--- config.mk ---
export PLATFORM = sky130hd
export DESIGN_NAME = timer_sequencer_flat
export DESIGN_NICKNAME = d
export VERILOG_FILES = /design/src/rtl/timer_sequencer_if.sv /design/src/rtl/timer_sequencer.sv /design/src/flat_wrapper.sv
export SDC_FILE = /design/constraint.sdc
export NUM_CORES = 1
export LEC_CHECK = 0
export ABC_AREA = 1
export CAP_MARGIN = 20
export CORE_ASPECT_RATIO = 0.6
export CORE_UTILIZATION = 55
export DETAILED_ROUTE_END_ITERATION = 10
export GPL_ROUTABILITY_DRIVEN = 0
export PLACE_DENSITY = 0.89
export SETUP_SLACK_MARGIN = 0.5
export SLEW_MARGIN = 30
export SYNTH_ARGS = -nofsm -noshare
export SYNTH_HDL_FRONTEND = slang
export SYNTH_SLANG_ARGS = --single-unit
export TNS_END_PERCENT = 100
--- constraint.sdc ---
create_clock -name clk -period 1.4 [get_ports clk]
set_input_delay 0.14 -clock clk [delete_from_list [all_inputs] [get_ports clk]]
set_output_delay 0.14 -clock clk [all_outputs]
set_load 0.05 [all_outputs]
--- src/rtl/timer_sequencer_if.sv ---
// Panel-side handshake bundle for the microwave timer sequencer.
// master drives keypad/panel/timer status; slave is the sequencer.
interface timer_sequencer_if;
  logic       key_valid;
  logic [3:0] key_digit;
  logic       start;
  logic       stop;
  logic       door_closed;
  logic       timer_finished;
  logic       timer_load;
  logic [3:0] timer_in;
  logic       timer_enablen;
  logic       timer_clr;
  logic       heater_on;
  logic       alarm;
  logic [2:0] state;

  modport master (
    output key_valid, key_digit, start, stop,
    output door_closed, timer_finished,
    input  timer_load, timer_in, timer_enablen,
    input  timer_clr, heater_on, alarm, state
  );

  modport slave (
    input  key_valid, key_digit, start, stop,
    input  door_closed, timer_finished,
    output timer_load, timer_in, timer_enablen,
    output timer_clr, heater_on, alarm, state
  );
endinterface

--- src/rtl/timer_sequencer.sv ---
// mm:ss down-timer control FSM: digit loading, tick gating, interlocks, alarm.
// Optional TIMER_SEQUENCER_QUICKSTART_EN adds the 00:30 quick-start preset.
module timer_sequencer #(
  parameter int TICK_DIV     = 50_000_000,
  parameter int ALARM_CYCLES = 150_000_000
) (
  input logic               clk,
  input logic               rst,
  timer_sequencer_if.slave  bus
);
  localparam int PW = $clog2(TICK_DIV);
  localparam int AW = $clog2(ALARM_CYCLES + 1);

  typedef enum logic [2:0] {
    S_IDLE  = 3'd0,
    S_ENTRY = 3'd1,
    S_RUN   = 3'd2,
    S_PAUSE = 3'd3,
`ifdef TIMER_SEQUENCER_QUICKSTART_EN
    S_DONE  = 3'd4,
    S_QLOAD = 3'd5
`else
    S_DONE  = 3'd4
`endif
  } state_t;

  state_t          r_state, w_nstate;
  logic [2:0]      r_cnt, w_ncnt;
  logic [PW-1:0]   r_presc, w_npresc;
  logic [AW-1:0]   r_acnt, w_nacnt;
  logic            r_load, w_nload;
  logic [3:0]      r_in, w_nin;
  logic            r_enn, w_nenn;
  logic            r_clr, w_nclr;
  logic            r_heat, r_alarm;
`ifdef TIMER_SEQUENCER_QUICKSTART_EN
  logic            r_qph, w_nqph;
`endif

  logic w_stop, w_start, w_key, w_tc, w_fin, w_ack, w_aend;

  // Priority: stop > door open > start > key
  always_comb begin
    w_stop  = bus.stop;
    w_start = bus.start && !bus.stop && bus.door_closed;
    w_key   = bus.key_valid && !bus.stop && bus.door_closed &&
              !bus.start && (bus.key_digit <= 4'd9);
    w_fin   = bus.timer_finished;
    w_tc    = (r_presc == PW'(TICK_DIV - 1));
    w_ack   = bus.stop || bus.start || bus.key_valid;
    w_aend  = (r_acnt == AW'(ALARM_CYCLES - 1));
  end

  always_comb begin
    w_nstate = r_state;
    w_ncnt   = r_cnt;
    w_npresc = r_presc;
    w_nacnt  = r_acnt;
    w_nload  = 1'b0;
    w_nin    = 4'd0;
    w_nenn   = 1'b1;
    w_nclr   = 1'b0;
`ifdef TIMER_SEQUENCER_QUICKSTART_EN
    w_nqph   = r_qph;
`endif
    unique case (r_state)
      S_IDLE: begin
        if (w_start && !w_fin) begin
          w_nstate = S_RUN;
`ifdef TIMER_SEQUENCER_QUICKSTART_EN
        end else if (w_start && w_fin) begin
          w_nstate = S_QLOAD;
          w_nload  = 1'b1;
          w_nin    = 4'd3;
          w_nqph   = 1'b0;
`endif
        end else if (w_key) begin
          w_nstate = S_ENTRY;
          w_nload  = 1'b1;
          w_nin    = bus.key_digit;
          w_ncnt   = 3'd1;
        end
      end
      S_ENTRY: begin
        if (w_stop) begin
          w_nstate = S_IDLE;
          w_nclr   = 1'b1;
          w_ncnt   = 3'd0;
          w_npresc = '0;
        end else if (w_start) begin
          if (!w_fin) w_nstate = S_RUN;
        end else if (w_key && r_cnt < 3'd4) begin
          w_nload = 1'b1;
          w_nin   = bus.key_digit;
          w_ncnt  = r_cnt + 3'd1;
        end
      end
      S_RUN: begin
        if (w_stop || !bus.door_closed) begin
          w_nstate = S_PAUSE;
        end else if (w_fin) begin
          w_nstate = S_DONE;
        end else begin
          w_npresc = w_tc ? '0 : r_presc + 1'b1;
          w_nenn   = !w_tc;
        end
      end
      S_PAUSE: begin
        if (w_stop) begin
          w_nstate = S_IDLE;
          w_nclr   = 1'b1;
          w_ncnt   = 3'd0;
          w_npresc = '0;
        end else if (w_start) begin
          w_nstate = S_RUN;
        end
      end
      S_DONE: begin
        if (w_ack || w_aend) begin
          w_nstate = S_IDLE;
          w_ncnt   = 3'd0;
          w_npresc = '0;
          w_nacnt  = '0;
        end else begin
          w_nacnt = r_acnt + 1'b1;
        end
      end
`ifdef TIMER_SEQUENCER_QUICKSTART_EN
      S_QLOAD: begin
        if (w_stop || !bus.door_closed) begin
          w_nstate = S_IDLE;
          w_nclr   = 1'b1;
          w_nqph   = 1'b0;
        end else if (!r_qph) begin
          w_nload = 1'b1;
          w_nin   = 4'd0;
          w_nqph  = 1'b1;
        end else begin
          w_nstate = S_RUN;
          w_nqph   = 1'b0;
        end
      end
`endif
      default: w_nstate = S_IDLE;
    endcase
  end

  always_ff @(posedge clk) begin
    if (rst) begin
      r_state <= S_IDLE;
      r_cnt   <= 3'd0;
      r_presc <= '0;
      r_acnt  <= '0;
      r_load  <= 1'b0;
      r_in    <= 4'd0;
      r_enn   <= 1'b1;
      r_clr   <= 1'b0;
      r_heat  <= 1'b0;
      r_alarm <= 1'b0;
`ifdef TIMER_SEQUENCER_QUICKSTART_EN
      r_qph   <= 1'b0;
`endif
    end else begin
      r_state <= w_nstate;
      r_cnt   <= w_ncnt;
      r_presc <= w_npresc;
      r_acnt  <= w_nacnt;
      r_load  <= w_nload;
      r_in    <= w_nin;
      r_enn   <= w_nenn;
      r_clr   <= w_nclr;
      r_heat  <= (w_nstate == S_RUN);
      r_alarm <= (w_nstate == S_DONE);
`ifdef TIMER_SEQUENCER_QUICKSTART_EN
      r_qph   <= w_nqph;
`endif
    end
  end

  assign bus.timer_load    = r_load;
  assign bus.timer_in      = r_in;
  assign bus.timer_enablen = r_enn;
  assign bus.timer_clr     = r_clr;
  assign bus.heater_on     = r_heat;
  assign bus.alarm         = r_alarm;
  assign bus.state         = r_state;
endmodule

--- src/flat_wrapper.sv ---
// flat-port wrapper written by rule: the top's interface ports become plain ports
module timer_sequencer_flat 
#(
  parameter int TICK_DIV     = 50_000_000,
  parameter int ALARM_CYCLES = 150_000_000
)
  (clk, rst, bus_key_valid, bus_key_digit, bus_start, bus_stop, bus_door_closed, bus_timer_finished, bus_timer_load, bus_timer_in, bus_timer_enablen, bus_timer_clr, bus_heater_on, bus_alarm, bus_state);
  timer_sequencer_if bus_i ();
  input logic clk;
  input logic rst;
  input wire logic [$bits(bus_i.key_valid)-1:0] bus_key_valid;
  input wire logic [$bits(bus_i.key_digit)-1:0] bus_key_digit;
  input wire logic [$bits(bus_i.start)-1:0] bus_start;
  input wire logic [$bits(bus_i.stop)-1:0] bus_stop;
  input wire logic [$bits(bus_i.door_closed)-1:0] bus_door_closed;
  input wire logic [$bits(bus_i.timer_finished)-1:0] bus_timer_finished;
  output wire logic [$bits(bus_i.timer_load)-1:0] bus_timer_load;
  output wire logic [$bits(bus_i.timer_in)-1:0] bus_timer_in;
  output wire logic [$bits(bus_i.timer_enablen)-1:0] bus_timer_enablen;
  output wire logic [$bits(bus_i.timer_clr)-1:0] bus_timer_clr;
  output wire logic [$bits(bus_i.heater_on)-1:0] bus_heater_on;
  output wire logic [$bits(bus_i.alarm)-1:0] bus_alarm;
  output wire logic [$bits(bus_i.state)-1:0] bus_state;
  assign bus_i.key_valid = bus_key_valid;
  assign bus_i.key_digit = bus_key_digit;
  assign bus_i.start = bus_start;
  assign bus_i.stop = bus_stop;
  assign bus_i.door_closed = bus_door_closed;
  assign bus_i.timer_finished = bus_timer_finished;
  assign bus_timer_load = bus_i.timer_load;
  assign bus_timer_in = bus_i.timer_in;
  assign bus_timer_enablen = bus_i.timer_enablen;
  assign bus_timer_clr = bus_i.timer_clr;
  assign bus_heater_on = bus_i.heater_on;
  assign bus_alarm = bus_i.alarm;
  assign bus_state = bus_i.state;
  timer_sequencer #(.TICK_DIV(TICK_DIV), .ALARM_CYCLES(ALARM_CYCLES)) u_core (.clk(clk), .rst(rst), .bus(bus_i));
endmodule
==> results.md, run 1 <==
- Status: stopped before the end
- Last stage: global routing
- Stop err: [ERROR DPL-0038] Utilization greater than 100%, impossible to legalize
- Row Count: 24
- Synthesized instance count: 707
- IO buf count: 22
- Clk sinks: 69
- Fraction of registers with async set/reset: 0%
- Dpl ws: -0.4796 ns
- Post-synthesis sequential area ratio: 32.38%
- Flops & latches, synth: 69
- Avg Cell Area, Syn: 6.033 um2
- Initial Util: 57.74%
- Top cell type's share of synthesized area: 32.38%
- Post-DP HPWL: 10230 um
- Synth top area cells: dfxtp_1 (32%), nand2_1 (18%), nor2_1 (9.8%)
- Die height: 70.22 um
- Most frequent cells after synthesis: nand2_1 (209), nor2_1 (111), inv_1 (84)
- # IOs: 23
- Post-synth top area cell: dfxtp_1
- Distinct cells, synth: 36
- H-tree levels: 3
- Root Driver: clkbuf_16
- Most frequent cell after synthesis: nand2_1
- Cts hold-fix bufs: 0
- Predominant post-synthesis flop cell: dfxtp_1
- Number of warnings issued by yosys: 0
- Die X: 115.7 um
- Pin count of the biggest net entering global routing: 29
- Post-synth EDFFs: 0
- Synthesized net count: 721
- Placement Cell Area: 0.005627 mm2
- Cell Area, Synth: 0.004265 mm2
- Num CTS Buffers: 9
- Max Buffers Root-to-Sink: 2
==> per-stage QoR <==
stage	hold slack, ns	setup TNS [ns]	instances	util [%]
floorplan	0.2470	-3.993	707	-
global placement	0.4688	-21.65	940	76.17
detailed placement	0.4949	-25.43	940	76.17
CTS	0.3518	-12.18	969	87.94
==> cell families after synthesis <==
logic type / after synthesis / share of synthesized area [%]
AOI/OAI and AO/OA: 87 / 10.77
adders and majority gates: 3 / 0.8801
and+or+nand+nor: 427 / 43.41
xor gates and xnor gates: 9 / 1.848
buffers and inverters: 112 / 10.71
DFF: 69 / 32.38
==> repair_timing <==
action	in CTS
cloned	4
endpoints found under the setup margin	81
pin swaps	24
setup buffers	9
gates resized for setup	127
==> run 2, diff against run 1 <==
- CORE_ASPECT_RATIO: 0.6 -> unset
- CORE_UTILIZATION: 55 -> 40
- PLACE_DENSITY: 0.89 -> unset
- PLACE_DENSITY_LB_ADDON: unset -> 0.15
- SETUP_SLACK_MARGIN: 0.5 -> unset
- clock period: 1.4 -> 1.8 ns (I/O delays scaled with it)
==> run 2 against run 1 <==
  * The flow now finishes without violations
  * Synthesized cell count unchanged
  * Area after synthesis unchanged
==> results.md, run 2 <==
- Status: completed
- Synthesized net count: 721
- First-pass detailed-route iteration total: 5
- Buf/Inv on CP: 1
- Worst vdd ir: 0.4540 mV
- Pin count of the biggest net entering global routing: 29
- Period utilization: 96.20%
- Num CTS Buffers: 9
- Max_cap viols: 0
- Comb pwr share: 8.7%
- CTS tree: yes
- Crit path kind: flop to primary output
- Clk_lat worst skew: 0.36 ns
- WL final: 11220 um
- Most frequent cell after synthesis: nand2_1
- Layout cell share with drive strength beyond 1: 13.62%
- Fin nets: 780
- Distinct cells, synth: 36
- Gr usage total: 21.16%
- Via density: 5.023
- Flops & latches, synth: 69
- Post-DP HPWL: 8126 um
- Grt total ovfl: 0
- Power density cells: 632.4 mW/mm2
- CP arrival: 1.55 ns
- Initial antenna violation count: 0
- Synthesized instance count: 707
- Clk slew on worst S/H paths: 0.09 ns
- H-tree levels: 3
- Post-synth EDFFs: 0
- Crit path capture type: primary output
- Core area: 0.01032 mm2
- Net Sw Frac: 26.22%
- Most frequent cells in the layout: nand2_1 (205), nor2_1 (108), inv_1 (84)
- Die X: 105.3 um
- Fraction of registers with async set/reset: 0%
- Layout area overhead: 22.53%
- Flop pwr share: 47.1%
- IO buf count: 22
- Unrepaired setup endpoints after global routing: true
- Crit path max-delay family: buffers and inverters
- Delay of the slowest critical-path stage: 0.81 ns
- Final Hold Viols: 0
- TNS Setup: 0 ns
- Diode count: 0
- Number of global-route vias before repair: 4109
- Top cell type's share of synthesized area: 32.38%
- Hold Slack: 0.3467 ns
- Max Slew Vio Count: 0
- DRC: 0
- Most flop-heavy register: u_core.r_acnt
- Predominant post-synthesis flop cell: dfxtp_1
- Cell Area, Synth: 0.004265 mm2
- Clk pwr share: 44.2%
- Sw power: 866.5 uW
- Dpl ws: -0.1256 ns
- Startpoint Class: flop
- Initial Util: 41.32%
- Die area: 0.01108 mm2
- Max Buffers Root-to-Sink: 2
- CP max FO: 4
- Die height: 105.3 um
- First-pass GRT wire length: 18800 um
- Highest Clock Rate: 0.5775 GHz
- Most frequent cells after synthesis: nand2_1 (209), nor2_1 (111), inv_1 (84)
- Internal: 2.439 mW
- Slew headroom: 65.36%
- WL per Instance: 12.37 um
- Slew @ Worst Pin: 0.5188 ns
- Largest register FFs: 28
- Clock Skews: 0.009760 ns
- Routed vias: 4556
- Clk sinks: 69
- Row Count: 37
- Critical path's slowest cell: clkdlybuf4s50_1
- Final Setup Violations: 0
- Number of warnings issued by yosys: 0
- Post-route ant nets: 0
- # IOs: 23
- Cell Chain, Critical Path: clkdlybuf4s50_1
- Avg Cell Area, Syn: 6.033 um2
- Worst hold path class: input pin to flop
- Synth top area cells: dfxtp_1 (32%), nand2_1 (18%), nor2_1 (9.8%)
- Root Driver: clkbuf_8
- Critical Path RT: 1.62 ns
- 1st-iter DRT viols: 331
- Post-route setup slack: 0.06843 ns
- Most common cell after layout, fill and taps aside: nand2_1
- Post-synth top area cell: dfxtp_1
- Fill count: 1023
- Post-layout min period: 1.732 ns
- Leak: 2.066 nW
- Post-synthesis sequential area ratio: 32.38%
[run 2: power by group through the flow]
stage	logic, mW	clock network (mW)	registers (mW)
6_report	0.287	1.46	1.56
5_1_grt	0.317	1.56	1.56
4_1_cts	0.271	1.50	1.56
3_5_place_dp	0.269	0	1.59
3_3_place_gp	0.264	0	1.59
2_1_floorplan	0.148	0	1.61
[run 2: final timing paths]
check,depth (start not counted),end,start,slack [ns]
worst min register to register,2,u_core.r_acnt[9],u_core.r_acnt[9],0.49
worst max register to register,10,u_core.r_acnt[13],u_core.bus.state[0],0.12
worst min-delay path,3,u_core.bus.timer_in[0],bus_key_digit[0],0.35
worst max-delay path,1,bus_state[2],u_core.bus.state[2],0.07
[run 2: layer usage]
| metal | wire (um) | track usage, % |
|---|---|---|
| met1 | 5515 | 28.60 |
| met5 | 0 | 0 |
| met3 | 553 | 4.020 |
| met2 | 4971 | 32.94 |
| met4 | 180 | 8.753 |
[run 2: what timing repair did]
item / in CTS / in global routing
pin swaps: 2 / 6
endpoints found under the setup margin: 10 / 56
cloned: 0 / 1
setup buffers: 2 / 2
gates resized for setup: 1 / 25
hold buffers: 0 / 0
[run 2: cells by family (layout without fill, tap and decap cells)]
logic type | after synthesis | count (layout) | synth area share [%]
flip-flops | 69 | 69 | 32.38
AND/OR/NAND/NOR | 427 | 428 | 43.41
adder cells (fa/ha/maj) | 3 | 3 | 0.8801
XOR/XNOR | 9 | 9 | 1.848
buffers and inverters | 112 | 175 | 10.71
AO/OA/AOI/OAI | 87 | 87 | 10.77
[run 2: per-stage QoR]
step | instance area (um2) | power [mW] | util, % | std cells
after floorplan | 4268 | 1.757 | - | 707
after global placement | 4890 | 1.857 | 47.36 | 886
after detailed placement | 4890 | 1.862 | 47.36 | 886
after CTS | 5127 | 3.324 | 49.67 | 904
after global routing | 5226 | 3.440 | 50.62 | 907
final | 5226 | 3.305 | 50.62 | 907
[run 2: final cells by class]
type                            count  area (um2)  share of cell area, %
Multi-Input combinational cell    527        2491                  47.67
Tap cell                          136       170.2                  3.256
Clock inverter                      7       97.59                  1.867
Inverter                           92       347.8                  6.656
Timing Repair Buffer               67       599.3                  11.47
Clock buffer                        9       123.9                  2.370
Sequential cell                    69        1396                  26.72
Note: power is estimated with default switching activity, not from simulation.
